===== src/rtl/leve1_core_if.sv =====
// Instruction-fetch bus between the core and its instruction memory:
// a read-address channel (arvalid/arready/araddr) and a read-data channel
// (rvalid/rready/rdata).
interface leve1_core_if #(
  parameter int XLEN = 32
);
  logic            arvalid;
  logic            arready;
  logic [XLEN-1:0] araddr;
  logic            rvalid;
  logic            rready;
  logic [31:0]     rdata;

  modport master (
    output arvalid, araddr, rready,
    input  arready, rvalid, rdata
  );

  modport slave (
    input  arvalid, araddr, rready,
    output arready, rvalid, rdata
  );
endinterface


===== src/rtl/leve1_core.sv =====
// leve1_core: unpipelined RV32I integer core. Each instruction walks
// FETCH_A (address handshake) -> FETCH_D (data handshake) -> EXEC (retire).
// Memory and system instructions retire as no-ops; there is no data port.
module leve1_core #(
  parameter int              XLEN     = 32,
  parameter logic [XLEN-1:0] RESET_PC = 32'h8000_0000
) (
  input  logic            CLK,
  input  logic            RSTn,
  output logic            PC_EN,
  output logic [XLEN-1:0] PC_CNT,
  leve1_core_if.master    rii
);
  typedef enum logic [1:0] {FETCH_A, FETCH_D, EXEC} state_t;

  localparam logic [6:0] OP_LUI    = 7'b0110111;
  localparam logic [6:0] OP_AUIPC  = 7'b0010111;
  localparam logic [6:0] OP_JAL    = 7'b1101111;
  localparam logic [6:0] OP_JALR   = 7'b1100111;
  localparam logic [6:0] OP_BRANCH = 7'b1100011;
  localparam logic [6:0] OP_IMM    = 7'b0010011;
  localparam logic [6:0] OP_REG    = 7'b0110011;

  state_t                 state, state_nx;
  logic                   started;
  logic [XLEN-1:0]        pc, pc_next, pc_plus4, jalr_sum;
  logic [31:0]            ir;
  logic [XLEN-1:0]        regs [32];

  logic [6:0]             opc, funct7;
  logic [4:0]             rd, rs1, rs2, shamt;
  logic [2:0]             f3;
  logic signed [XLEN-1:0] imm_i, imm_b, imm_u, imm_j;
  logic signed [XLEN-1:0] rs1_s, rs2_s, alu_b, alu_res;
  logic                   legal_imm, legal_reg, take, wb_en;
  logic [XLEN-1:0]        wb_data;

  assign opc    = ir[6:0];
  assign rd     = ir[11:7];
  assign f3     = ir[14:12];
  assign rs1    = ir[19:15];
  assign rs2    = ir[24:20];
  assign funct7 = ir[31:25];

  assign imm_i = XLEN'(signed'(ir[31:20]));
  assign imm_b = XLEN'(signed'({ir[31], ir[7], ir[30:25], ir[11:8], 1'b0}));
  assign imm_u = XLEN'(signed'({ir[31:12], 12'b0}));
  assign imm_j = XLEN'(signed'({ir[31], ir[19:12], ir[20], ir[30:21], 1'b0}));

  // x0 is hardwired to zero on the read side as well as the write side
  assign rs1_s = (rs1 == 5'd0) ? '0 : regs[rs1];
  assign rs2_s = (rs2 == 5'd0) ? '0 : regs[rs2];

  // Only the RV32I funct7 encodings count as ALU ops; anything else is a no-op
  assign legal_reg = (funct7 == 7'b0) ||
                     (funct7 == 7'b0100000 && (f3 == 3'b000 || f3 == 3'b101));
  assign legal_imm = (f3 == 3'b001) ? (funct7 == 7'b0) :
                     (f3 == 3'b101) ? (funct7 == 7'b0 || funct7 == 7'b0100000) :
                     1'b1;

  assign pc_plus4 = pc + XLEN'(4);
  assign jalr_sum = rs1_s + imm_i;
  assign rii.araddr = pc;
  assign PC_CNT     = pc;

  // FSM next state and bus/retire strobes
  always_comb begin
    state_nx    = state;
    rii.arvalid = 1'b0;
    rii.rready  = 1'b0;
    PC_EN       = 1'b0;
    case (state)
      FETCH_A: begin
        rii.arvalid = started;
        if (started && rii.arready) state_nx = FETCH_D;
      end
      FETCH_D: begin
        rii.rready = 1'b1;
        if (rii.rvalid) state_nx = EXEC;
      end
      EXEC: begin
        PC_EN    = 1'b1;
        state_nx = FETCH_A;
      end
      default: state_nx = FETCH_A;
    endcase
  end

  // ALU for OP and OP-IMM; shift amount is the low 5 bits of the operand
  always_comb begin
    alu_b   = (opc == OP_REG) ? rs2_s : imm_i;
    shamt   = alu_b[4:0];
    alu_res = '0;
    case (f3)
      3'b000:  alu_res = (opc == OP_REG && ir[30]) ? rs1_s - alu_b : rs1_s + alu_b;
      3'b001:  alu_res = rs1_s << shamt;
      3'b010:  alu_res = XLEN'(rs1_s < alu_b);
      3'b011:  alu_res = XLEN'($unsigned(rs1_s) < $unsigned(alu_b));
      3'b100:  alu_res = rs1_s ^ alu_b;
      3'b101:  alu_res = ir[30] ? rs1_s >>> shamt : $signed($unsigned(rs1_s) >> shamt);
      3'b110:  alu_res = rs1_s | alu_b;
      default: alu_res = rs1_s & alu_b;
    endcase
  end

  // Branch condition
  always_comb begin
    case (f3)
      3'b000:  take = (rs1_s == rs2_s);
      3'b001:  take = (rs1_s != rs2_s);
      3'b100:  take = (rs1_s < rs2_s);
      3'b101:  take = (rs1_s >= rs2_s);
      3'b110:  take = ($unsigned(rs1_s) < $unsigned(rs2_s));
      3'b111:  take = ($unsigned(rs1_s) >= $unsigned(rs2_s));
      default: take = 1'b0;
    endcase
  end

  // Write-back value and next pc; all pc arithmetic wraps at XLEN bits
  always_comb begin
    wb_en   = 1'b0;
    wb_data = '0;
    pc_next = pc_plus4;
    case (opc)
      OP_LUI:    begin wb_en = 1'b1;      wb_data = imm_u;       end
      OP_AUIPC:  begin wb_en = 1'b1;      wb_data = pc + imm_u;  end
      OP_IMM:    begin wb_en = legal_imm; wb_data = alu_res;     end
      OP_REG:    begin wb_en = legal_reg; wb_data = alu_res;     end
      OP_JAL: begin
        wb_en   = 1'b1;
        wb_data = pc_plus4;
        pc_next = pc + imm_j;
      end
      OP_JALR: begin
        if (f3 == 3'b000) begin
          wb_en   = 1'b1;
          wb_data = pc_plus4;
          pc_next = {jalr_sum[XLEN-1:1], 1'b0};
        end
      end
      OP_BRANCH: if (take) pc_next = pc + imm_b;
      default: ;
    endcase
  end

  // Control state: FSM, pc, and the flag that holds off ARVALID until the first edge after reset
  always_ff @(posedge CLK or negedge RSTn) begin
    if (!RSTn) begin
      state   <= FETCH_A;
      pc      <= RESET_PC;
      started <= 1'b0;
    end else begin
      state   <= state_nx;
      started <= 1'b1;
      if (state == EXEC) pc <= pc_next;
    end
  end

  // Instruction register, captured on the read-data handshake
  always_ff @(posedge CLK) begin
    if (state == FETCH_D && rii.rvalid) ir <= rii.rdata;
  end

  // Register file: cleared by reset, written once per retire; rs1 is read combinationally before this edge
  always_ff @(posedge CLK or negedge RSTn) begin
    if (!RSTn) begin
      for (int i = 0; i < 32; i++) regs[i] <= '0;
    end else if (state == EXEC && wb_en && rd != 5'd0) begin
      regs[rd] <= wb_data;
    end
  end
endmodule


===== src/flat_wrapper.sv =====
// flat-port wrapper written by rule: the top's interface ports become plain ports
module leve1_core_flat 
#(
  parameter int              XLEN     = 32,
  parameter logic [XLEN-1:0] RESET_PC = 32'h8000_0000
)
  (CLK, RSTn, PC_EN, PC_CNT, rii_arvalid, rii_araddr, rii_rready, rii_arready, rii_rvalid, rii_rdata);
  leve1_core_if #(.XLEN(XLEN)) rii_i ();
  input  logic CLK;
  input  logic RSTn;
  output logic PC_EN;
  output logic [XLEN-1:0] PC_CNT;
  output wire logic [$bits(rii_i.arvalid)-1:0] rii_arvalid;
  output wire logic [$bits(rii_i.araddr)-1:0] rii_araddr;
  output wire logic [$bits(rii_i.rready)-1:0] rii_rready;
  input wire logic [$bits(rii_i.arready)-1:0] rii_arready;
  input wire logic [$bits(rii_i.rvalid)-1:0] rii_rvalid;
  input wire logic [$bits(rii_i.rdata)-1:0] rii_rdata;
  assign rii_arvalid = rii_i.arvalid;
  assign rii_araddr = rii_i.araddr;
  assign rii_rready = rii_i.rready;
  assign rii_i.arready = rii_arready;
  assign rii_i.rvalid = rii_rvalid;
  assign rii_i.rdata = rii_rdata;
  leve1_core #(.XLEN(XLEN), .RESET_PC(RESET_PC)) u_core (.CLK(CLK), .RSTn(RSTn), .PC_EN(PC_EN), .PC_CNT(PC_CNT), .rii(rii_i));
endmodule

===== config.mk =====
export PLATFORM = sky130hd
export DESIGN_NAME = leve1_core_flat
export DESIGN_NICKNAME = d
export VERILOG_FILES = /design/src/rtl/leve1_core_if.sv /design/src/rtl/leve1_core.sv /design/src/flat_wrapper.sv
export SDC_FILE = /design/constraint.sdc
export NUM_CORES = 2
export LEC_CHECK = 0
export CAP_MARGIN = 20
export CORE_MARGIN = 8
export CORE_UTILIZATION = 50
export CTS_CLUSTER_DIAMETER = 80
export DETAILED_ROUTE_END_ITERATION = 16
export PLACE_DENSITY_LB_ADDON = 0.12
export SYNTH_ARGS = -nofsm -noshare
export SYNTH_HDL_FRONTEND = slang
export SYNTH_SLANG_ARGS = --single-unit

===== constraint.sdc =====
create_clock -name CLK -period 6.9 [get_ports CLK]
set_input_delay 1.38 -clock CLK [delete_from_list [all_inputs] [get_ports CLK]]
set_output_delay 1.38 -clock CLK [all_outputs]
set_load 0.005 [all_outputs]

=== Yosys cells after proc, flatten, opt, wreduce, memory -nomap -nowiden ===
Index checks and enable logic that the tools add are counted.

* Add/subtract/negate cells: 7
* Order comparisons: 10
* Eq/ne operators: 21
* Shift operators: 3
* Muxes and demuxes: 31
* Bitwise operators: 6
* Reduce and logical (&&, ||, !) cells: 19

{| class="wikitable"
|+ Operator list
! operator !! count
|-
| $bwmux W1024 || 1
|-
| $mux W32 || 13
|-
| $bmux W32 S5 || 2
|-
| $pmux W32 S7 || 1
|-
| $demux W32 S5 || 1
|-
| $pmux W32 S5 || 1
|-
| $add A32 B32 Y32 || 4
|-
| $lt A32 B32 Y1 || 4
|-
| $pmux W32 S3 || 1
|-
| $ge A32 B32 Y1 || 2
|-
| $add A32 B12 Y32 || 1
|-
| $add A32 B3 Y32 const B || 1
|-
| $and A32 B32 Y32 || 1
|-
| $eq A32 B32 Y1 || 1
|-
| $ne A32 B32 Y1 || 1
|-
| $or A32 B32 Y32 || 1
|-
| $shl A32 B5 Y32 || 1
|-
| $shr A32 B5 Y32 || 1
|-
| $sshr A32 B5 Y32 || 1
|-
| $sub A32 B32 Y32 || 1
|-
| $xor A32 B32 Y32 || 1
|-
| $eq A7 B6 Y1 const B || 3
|-
| $eq A7 B7 Y1 const B || 3
|-
| $ge A6 B6 Y1 const B || 3
|-
| 25 further kinds || 47
|}

* Register bits: 1091
* Input port bits: 36
* Output and inout bits: 67
* Logic and storage cells: 133

=== Logic depth before layout (Yosys ltp) ===
* Depth in word-level cells: 11
* Mapped depth: 30
* Gate-level depth less buffers: 21

=== Worst setup path before layout ===
No wires, ideal clock.

* Path type: register to register
* Start point: reg u_core.ir[20]
* End point: reg u_core.pc[8] (netlist: u_core.PC_CNT[8])
* Arrival: 6.678 ns
* Slack: 0.088 ns
* Stages on the path, launching flop included: 26
* Path buffers: 8
* Cell sequence: edfxtp_1 -> buf_6 -> buf_12 -> buf_12 -> buf_6 -> buf_6 -> clkbuf_1 -> clkbuf_1 -> mux4_2 -> mux4_2 -> mux2i_1 -> nor2_1 -> inv_1 -> ha_1 -> a21o_1 -> a21o_1 -> a21oi_1 -> o211ai_1 -> o311ai_0 -> a31oi_1 -> or3b_2 -> o31ai_1 -> clkbuf_1 -> o221ai_1 -> a222oi_1 -> o21ai_0

* Cells in the longest elaborated chain, start to end: 9

{| class="wikitable"
|+ Ends and longest elaborated chain
! item !! RTL line !! text
|-
| start, declared || leve1_core.sv:27 || <nowiki>logic [31:0] ir;</nowiki>
|-
| start signal, assigned || leve1_core.sv:161 || <nowiki>if (state == FETCH_D && rii.rvalid) ir <= rii.rdata;</nowiki>
|-
| $not A5 Y6 (implied by the code) || leve1_core.sv:52 || <nowiki>assign rs2_s = (rs2 == 5'd0) ? '0 : regs[rs2];</nowiki>
|-
| $bmux W32 S5 || leve1_core.sv:52 ||
|-
| $mux W32 (implied by the code) (2 in series) || leve1_core.sv:52 ||
|-
| $mux W32 || leve1_core.sv:52 ||
|-
| $ge A32 B32 Y1, or another cell as far along || leve1_core.sv:114 || <nowiki>3'b111: take = ($unsigned(rs1_s) >= $unsigned(rs2_s));</nowiki>
|-
| $pmux W1 S6 || leve1_core.sv:108 || <nowiki>case (f3)</nowiki>
|-
| $mux W32 || leve1_core.sv:141 || <nowiki>OP_BRANCH: if (take) pc_next = pc + imm_b;</nowiki>
|-
| $pmux W32 S3 * || leve1_core.sv:124 || <nowiki>case (opc)</nowiki>
|-
| end signal, assigned || leve1_core.sv:155 || <nowiki>if (state == EXEC) pc <= pc_next;</nowiki>
|-
| end, declared || leve1_core.sv:26 || <nowiki>logic [XLEN-1:0] pc, pc_next, pc_plus4, jalr_sum;</nowiki>
|}

Mark *: on every way between the ends. The rest lies on a longest branch, timed or not. The select of a mux whose other input is x is not followed.
A chain may end at the register's enable or synchronous reset.

=== Worst setup path in the final report ===
* Start point: reg u_core.ir[23]
* End point: reg u_core.regs[765] (netlist name)

* Cells in the longest elaborated chain, start to end: 11

{| class="wikitable"
|+ Ends and longest elaborated chain
! item !! RTL line !! text
|-
| $not A5 Y6 (implied by the code) || leve1_core.sv:52 ||
|-
| $bmux W32 S5 || leve1_core.sv:52 ||
|-
| $mux W32 (implied by the code) (2 in series) || leve1_core.sv:52 ||
|-
| $mux W32 || leve1_core.sv:52 ||
|-
| $mux W32 || leve1_core.sv:91 || <nowiki>alu_b = (opc == OP_REG) ? rs2_s : imm_i;</nowiki>
|-
| $add A32 B32 Y32, or another cell as far along || leve1_core.sv:95 || <nowiki>3'b000: alu_res = (opc == OP_REG && ir[30]) ? rs1_s - alu_b : rs1_s + alu_b;</nowiki>
|-
| $mux W32 (on tied branches) || leve1_core.sv:95, leve1_core.sv:100 ||
|-
| $pmux W32 S7 || leve1_core.sv:94 || <nowiki>case (f3)</nowiki>
|-
| $pmux W32 S5 * || leve1_core.sv:124 ||
|-
| $bwmux W1024 * || leve1_core.sv:169 || <nowiki>regs[rd] <= wb_data;</nowiki>
|-
| end signal, assigned by index || leve1_core.sv:169 ||
|-
| end, declared || leve1_core.sv:28 || <nowiki>logic [XLEN-1:0] regs [32];</nowiki>
|}

Marks and branches as above.

==> parameters.txt <==
Parameter                              Value

Pwr
  Static leakage    between 30 and 40 nW
  Portion of total power attributed to combinational logic    a little over a fifth
  Clock network fraction of design power    roughly two fifths
  Total power of the final layout    about 17 mW
  Power density relative to cell area    about 210 mW/mm2
  Share of power burned in registers    roughly two fifths
  Int Power    11.78 mW
  Switching power    5.435 mW
  Fraction of power spent switching nets    31.57%
  Peak supply drop    roughly 0.00030 V

Route
  Number of iterations in the first detailed-routing pass    8
  Via density    ~7.0
  Routed Wire Length    about 320000 um
  Number of violations reported at the end of detailed-routing iteration 0    ~8.6k
  Vias after detailed routing    between 60k and 70k
  Post-DRT Antenna Nets    0
  Count of unresolved DRC violations after routing    0
  Detailed-route wire length per cell    approximately 34 um

Critical path
  Worst path depth    21
  CP max FO    31
  Series of cell instances along the critical path    buf_4 > buf_4 > mux4_2 > mux2i_1 > nor2_1 > inv_1 > nor2_1 > a21oi_1 > ha_1 > or2_2 > a311oi_1 > or3_1 > nand4_1 > a311o_1 > a21oi_1 > a2111oi_0 > a211oi_1 > mux2i_1 > a21oi_2 > buf_12 > mux2_2
  Register-to-Register Path Depth    21
  Startpoint of the worst setup timing path    u_core.ir[23]$_DFFE_PP_
  Capturing point of the worst reg2reg path    u_core.regs[765]$_DFFE_PN0P_
  Crit path max-delay cell type    sky130_fd_sc_hd__edfxtp_1
  Kind of capture point of the worst setup path    register
  Family with the most delay on the worst path    compound AO/OA/AOI/OAI gates
  Launching point of the worst reg2reg path    u_core.ir[23]$_DFFE_PP_
  Setup crit start kind    register
  CP peak stage delay    about 0.83 ns
  Register-to-register path setup slack    -0.04 ns
  Worst Path Class, Setup    reg2reg
  Critical path buffer and inverter count    4
  Data required time of the worst path    7.57 ns
  Crit path arrival time    approximately 7.6 ns
  Worst Setup EP    u_core.regs[765]$_DFFE_PN0P_

Floorplanning
  I/O pin count    between 100 and 150
  Chip Width    400.8 um
  Area of the core region    ~0.15 mm2
  Area of the die    ~0.16 mm2
  Height of the chip    around 400 um
  Effective utilization at floorplan    50.26%
  Cell Rows    around 140

Cells and area
  Area delta synth->final    12.13%
  Final non-filler cell area    about 0.083 mm2
  Non-filler instance count after layout    between 9k and 10k
  Final-stage net count    about 7.6k
  Share of final-layout standard cells stronger than drive strength 1    between 20 and 25%
  Post-Route Utilization    56.36%

Logic synthesis
  Area share of the largest cell type after synthesis    35.72%
  Area of the mapped netlist    ~0.074 mm2
  Distinct cells, synth    117
  Library cell with the largest summed area after synthesis    sky130_fd_sc_hd__dfrtp_1
  Largest cells by area after synthesis    sky130_fd_sc_hd__dfrtp_1 36%, sky130_fd_sc_hd__mux4_2 14%, sky130_fd_sc_hd__mux2_2 5.6%, sky130_fd_sc_hd__nand2_1 4.4%, sky130_fd_sc_hd__o21ai_0 4.2%
  Number of enable-type register cells in the synthesized netlist    32
  Number of instances in the synthesized netlist    around 7.3k
  Primary FF master, synth    sky130_fd_sc_hd__dfrtp_1
  Share of async-settable or async-resettable flops after synthesis    between 90% and 100%
  Number of warnings printed during yosys synthesis    0
  Average cell area after synthesis    10.11 um2
  Flip-flop and latch count after synthesis    ~1.1k
  Seq/Total Area, Yosys    37.06%

GRT
  Leftover overflow at the end of global routing    0
  Tot GR Track Use    about two fifths
  Pin count of the biggest net entering global routing    around 180
  Number of antenna violations at the first check in global routing    8
  Via count of the first global-routing pass    slightly above 60k
  Global-route wire length before repair    457100 um

Clocking
  H-tree Lvls    3
  TritonCTS sink count    about 1.1k
  Clock transition at the registers of the reported paths    about 0.060 ns
  Root Buffer    sky130_fd_sc_hd__clkbuf_16
  Clock tree buffer depth    3
  Quantity of hold-fixing buffers added after cts    0
  Clock network latency to the later pin of the worst-skew pair    roughly 0.8 ns
  Cts bufs inserted    approximately 120
  Clock tree from TritonCTS    yes

STA
  Setup violation total in the final timing report    27
  Minimum clock period after layout    a little under 7 ns
  Final Hold Fails    0
  Final Max Slew Viols    0
  Final critical-path setup slack    -0.04417 ns
  Top achievable clock speed    ~140 MHz
  Setup repair after global routing missed its margin    false
  Final period utilization    100.6%
  Final clock skew    approximately 0.067 ns
  Post-Route Hold Slack    0.3964 ns
  Slew @ Worst Pin    1.258 ns
  Final-layout setup total negative slack    -0.4839 ns
  Worst slew slack as a fraction of its limit    15.84%

Status
  Run status    finished, violations left
  Violations in the final reports    setup timing

Min path
  Hold Crit Class    reg2reg

Place
  Area of placed instances    0.07878 mm2
  Post-Place Worst Slack    -0.1313 ns
  HPWL Detailed    approximately 220000 um
  PortBufs    100
  Cell count after placement    9120
  Final Wtd Congestion    1.061

Job
  # Max-Cap Violations    0
-- power by group through the flow --
stage	registers, mW	clock network (mW)	logic, mW
floorplan	6.75	0	2.18
global placement	6.87	0	3.55
detailed placement	6.87	0	3.55
CTS	6.75	6.83	3.57
global route	6.77	7.07	3.87
finish	6.77	6.78	3.67
-- final cells by class --
class                           count  area (um2)
Clock buffer                      177        3520
Fill cell                       12860       64290
Inverter                          154       583.1
Sequential cell                  1090       27440
Timing Repair Buffer              555        5346
Multi-Input combinational cell   5393       43090
Clock inverter                     44       623.1
Antenna cell                        4       10.01
Tap cell                         1930        2415
-- cells in the mapped netlist (all sizes together), types with 23 or more instances --
library cell / number
o221ai: 25
mux4: 470
nor3: 97
o21bai: 30
mux2: 371
a21o: 78
o21ai: 729
ha: 214
nor2: 484
dfrtp: 1057
o22ai: 77
a221oi: 52
nor2b: 34
o211ai: 53
xnor2: 67
edfxtp: 32
nand2: 862
a21oi: 498
inv: 152
nand2b: 30
nor4: 25
or3: 41
and2: 30
a21boi: 23
xor2: 49
nand4: 41
clkbuf: 423
o21a: 46
a22oi: 45
mux2i: 288
buf: 266
nand3: 102
and3: 41
a211oi: 72
a31oi: 68
o31ai: 76
-- timing repair --
| action | 4_1_cts | 5_1_grt |
|---|---|---|
| buffers inserted | 0 | 0 |
| resized for setup | 1 | 13 |
| pin swaps | 0 | 0 |
| endpoints found under the setup margin | 143 | 366 |
| endpoints found under the hold margin | 0 | 0 |
-- worst min path at each step --
| stage | start | endpoint | slack [ns] | depth (start not counted) |
|---|---|---|---|---|
| 2_1_floorplan | u_core.regs[1006]$_DFFE_PN0P_ | u_core.regs[1006]$_DFFE_PN0P_ | 0.44 | 1 |
| 3_3_place_gp | u_core.regs[997]$_DFFE_PN0P_ | u_core.regs[997]$_DFFE_PN0P_ | 0.38 | 0 |
| 3_5_place_dp | u_core.regs[997]$_DFFE_PN0P_ | u_core.regs[997]$_DFFE_PN0P_ | 0.38 | 0 |
| 4_1_cts | u_core.regs[997]$_DFFE_PN0P_ | u_core.regs[997]$_DFFE_PN0P_ | 0.40 | 0 |
| 5_1_grt | u_core.regs[1016]$_DFFE_PN0P_ | u_core.regs[1016]$_DFFE_PN0P_ | 0.41 | 0 |
| 6_report | u_core.regs[997]$_DFFE_PN0P_ | u_core.regs[997]$_DFFE_PN0P_ | 0.40 | 0 |
-- cell usage in the layout (no fill, tap or decap), types with 78 or more instances in the layout --
| cell type | netlist | layout |
|---|---|---|
| sky130_fd_sc_hd__o21ai_0 | 626 | 620 |
| sky130_fd_sc_hd__clkdlybuf4s50_1 | 0 | 99 |
| sky130_fd_sc_hd__nand3_1 | 101 | 101 |
| sky130_fd_sc_hd__nand2_1 | 860 | 856 |
| sky130_fd_sc_hd__ha_1 | 214 | 214 |
| sky130_fd_sc_hd__dfrtp_1 | 1057 | 1057 |
| sky130_fd_sc_hd__mux2_2 | 369 | 369 |
| sky130_fd_sc_hd__a21o_1 | 78 | 78 |
| sky130_fd_sc_hd__mux4_2 | 466 | 466 |
| sky130_fd_sc_hd__nor2_1 | 483 | 451 |
| sky130_fd_sc_hd__clkbuf_16 | 0 | 122 |
| sky130_fd_sc_hd__a21oi_1 | 470 | 464 |
| sky130_fd_sc_hd__buf_4 | 75 | 378 |
| sky130_fd_sc_hd__nor3_1 | 95 | 89 |
| sky130_fd_sc_hd__inv_1 | 145 | 144 |
| sky130_fd_sc_hd__mux2i_1 | 286 | 286 |
| sky130_fd_sc_hd__o21ai_1 | 101 | 101 |
-- flip-flops by register name, indices dropped and copies added, names as in the netlist --
signal / count
u_core.regs: 1024
u_core.ir: 32
u_core.PC_CNT: 31
u_core.state: 2
u_core.started: 1
-- routing by layer --
metal,track usage [%],routed length (um),vias to the layer above
met2,54.68,132800,4080
met4,21.64,22480,6
li1,-,-,27230
met5,0,45,-
met1,52.80,127800,32910
met3,10.39,36490,932
-- kinds of logic (layout without fill, tap and decap cells) --
family / Yosys count / count (layout) / share of synthesized area, %
multiplexers: 1129 / 1129 / 23.87
AO/OA/AOI/OAI: 2074 / 2074 / 17.60
AND/OR/NAND/NOR: 1851 / 1851 / 11.01
other: 2 / 7 / 0.01014
flip-flops: 1090 / 1090 / 37.06
XOR/XNOR: 116 / 116 / 1.372
buffers and inverters: 843 / 930 / 5.313
adder cells (fa/ha/maj): 220 / 220 / 3.779
(Power assumes the default switching activity.)
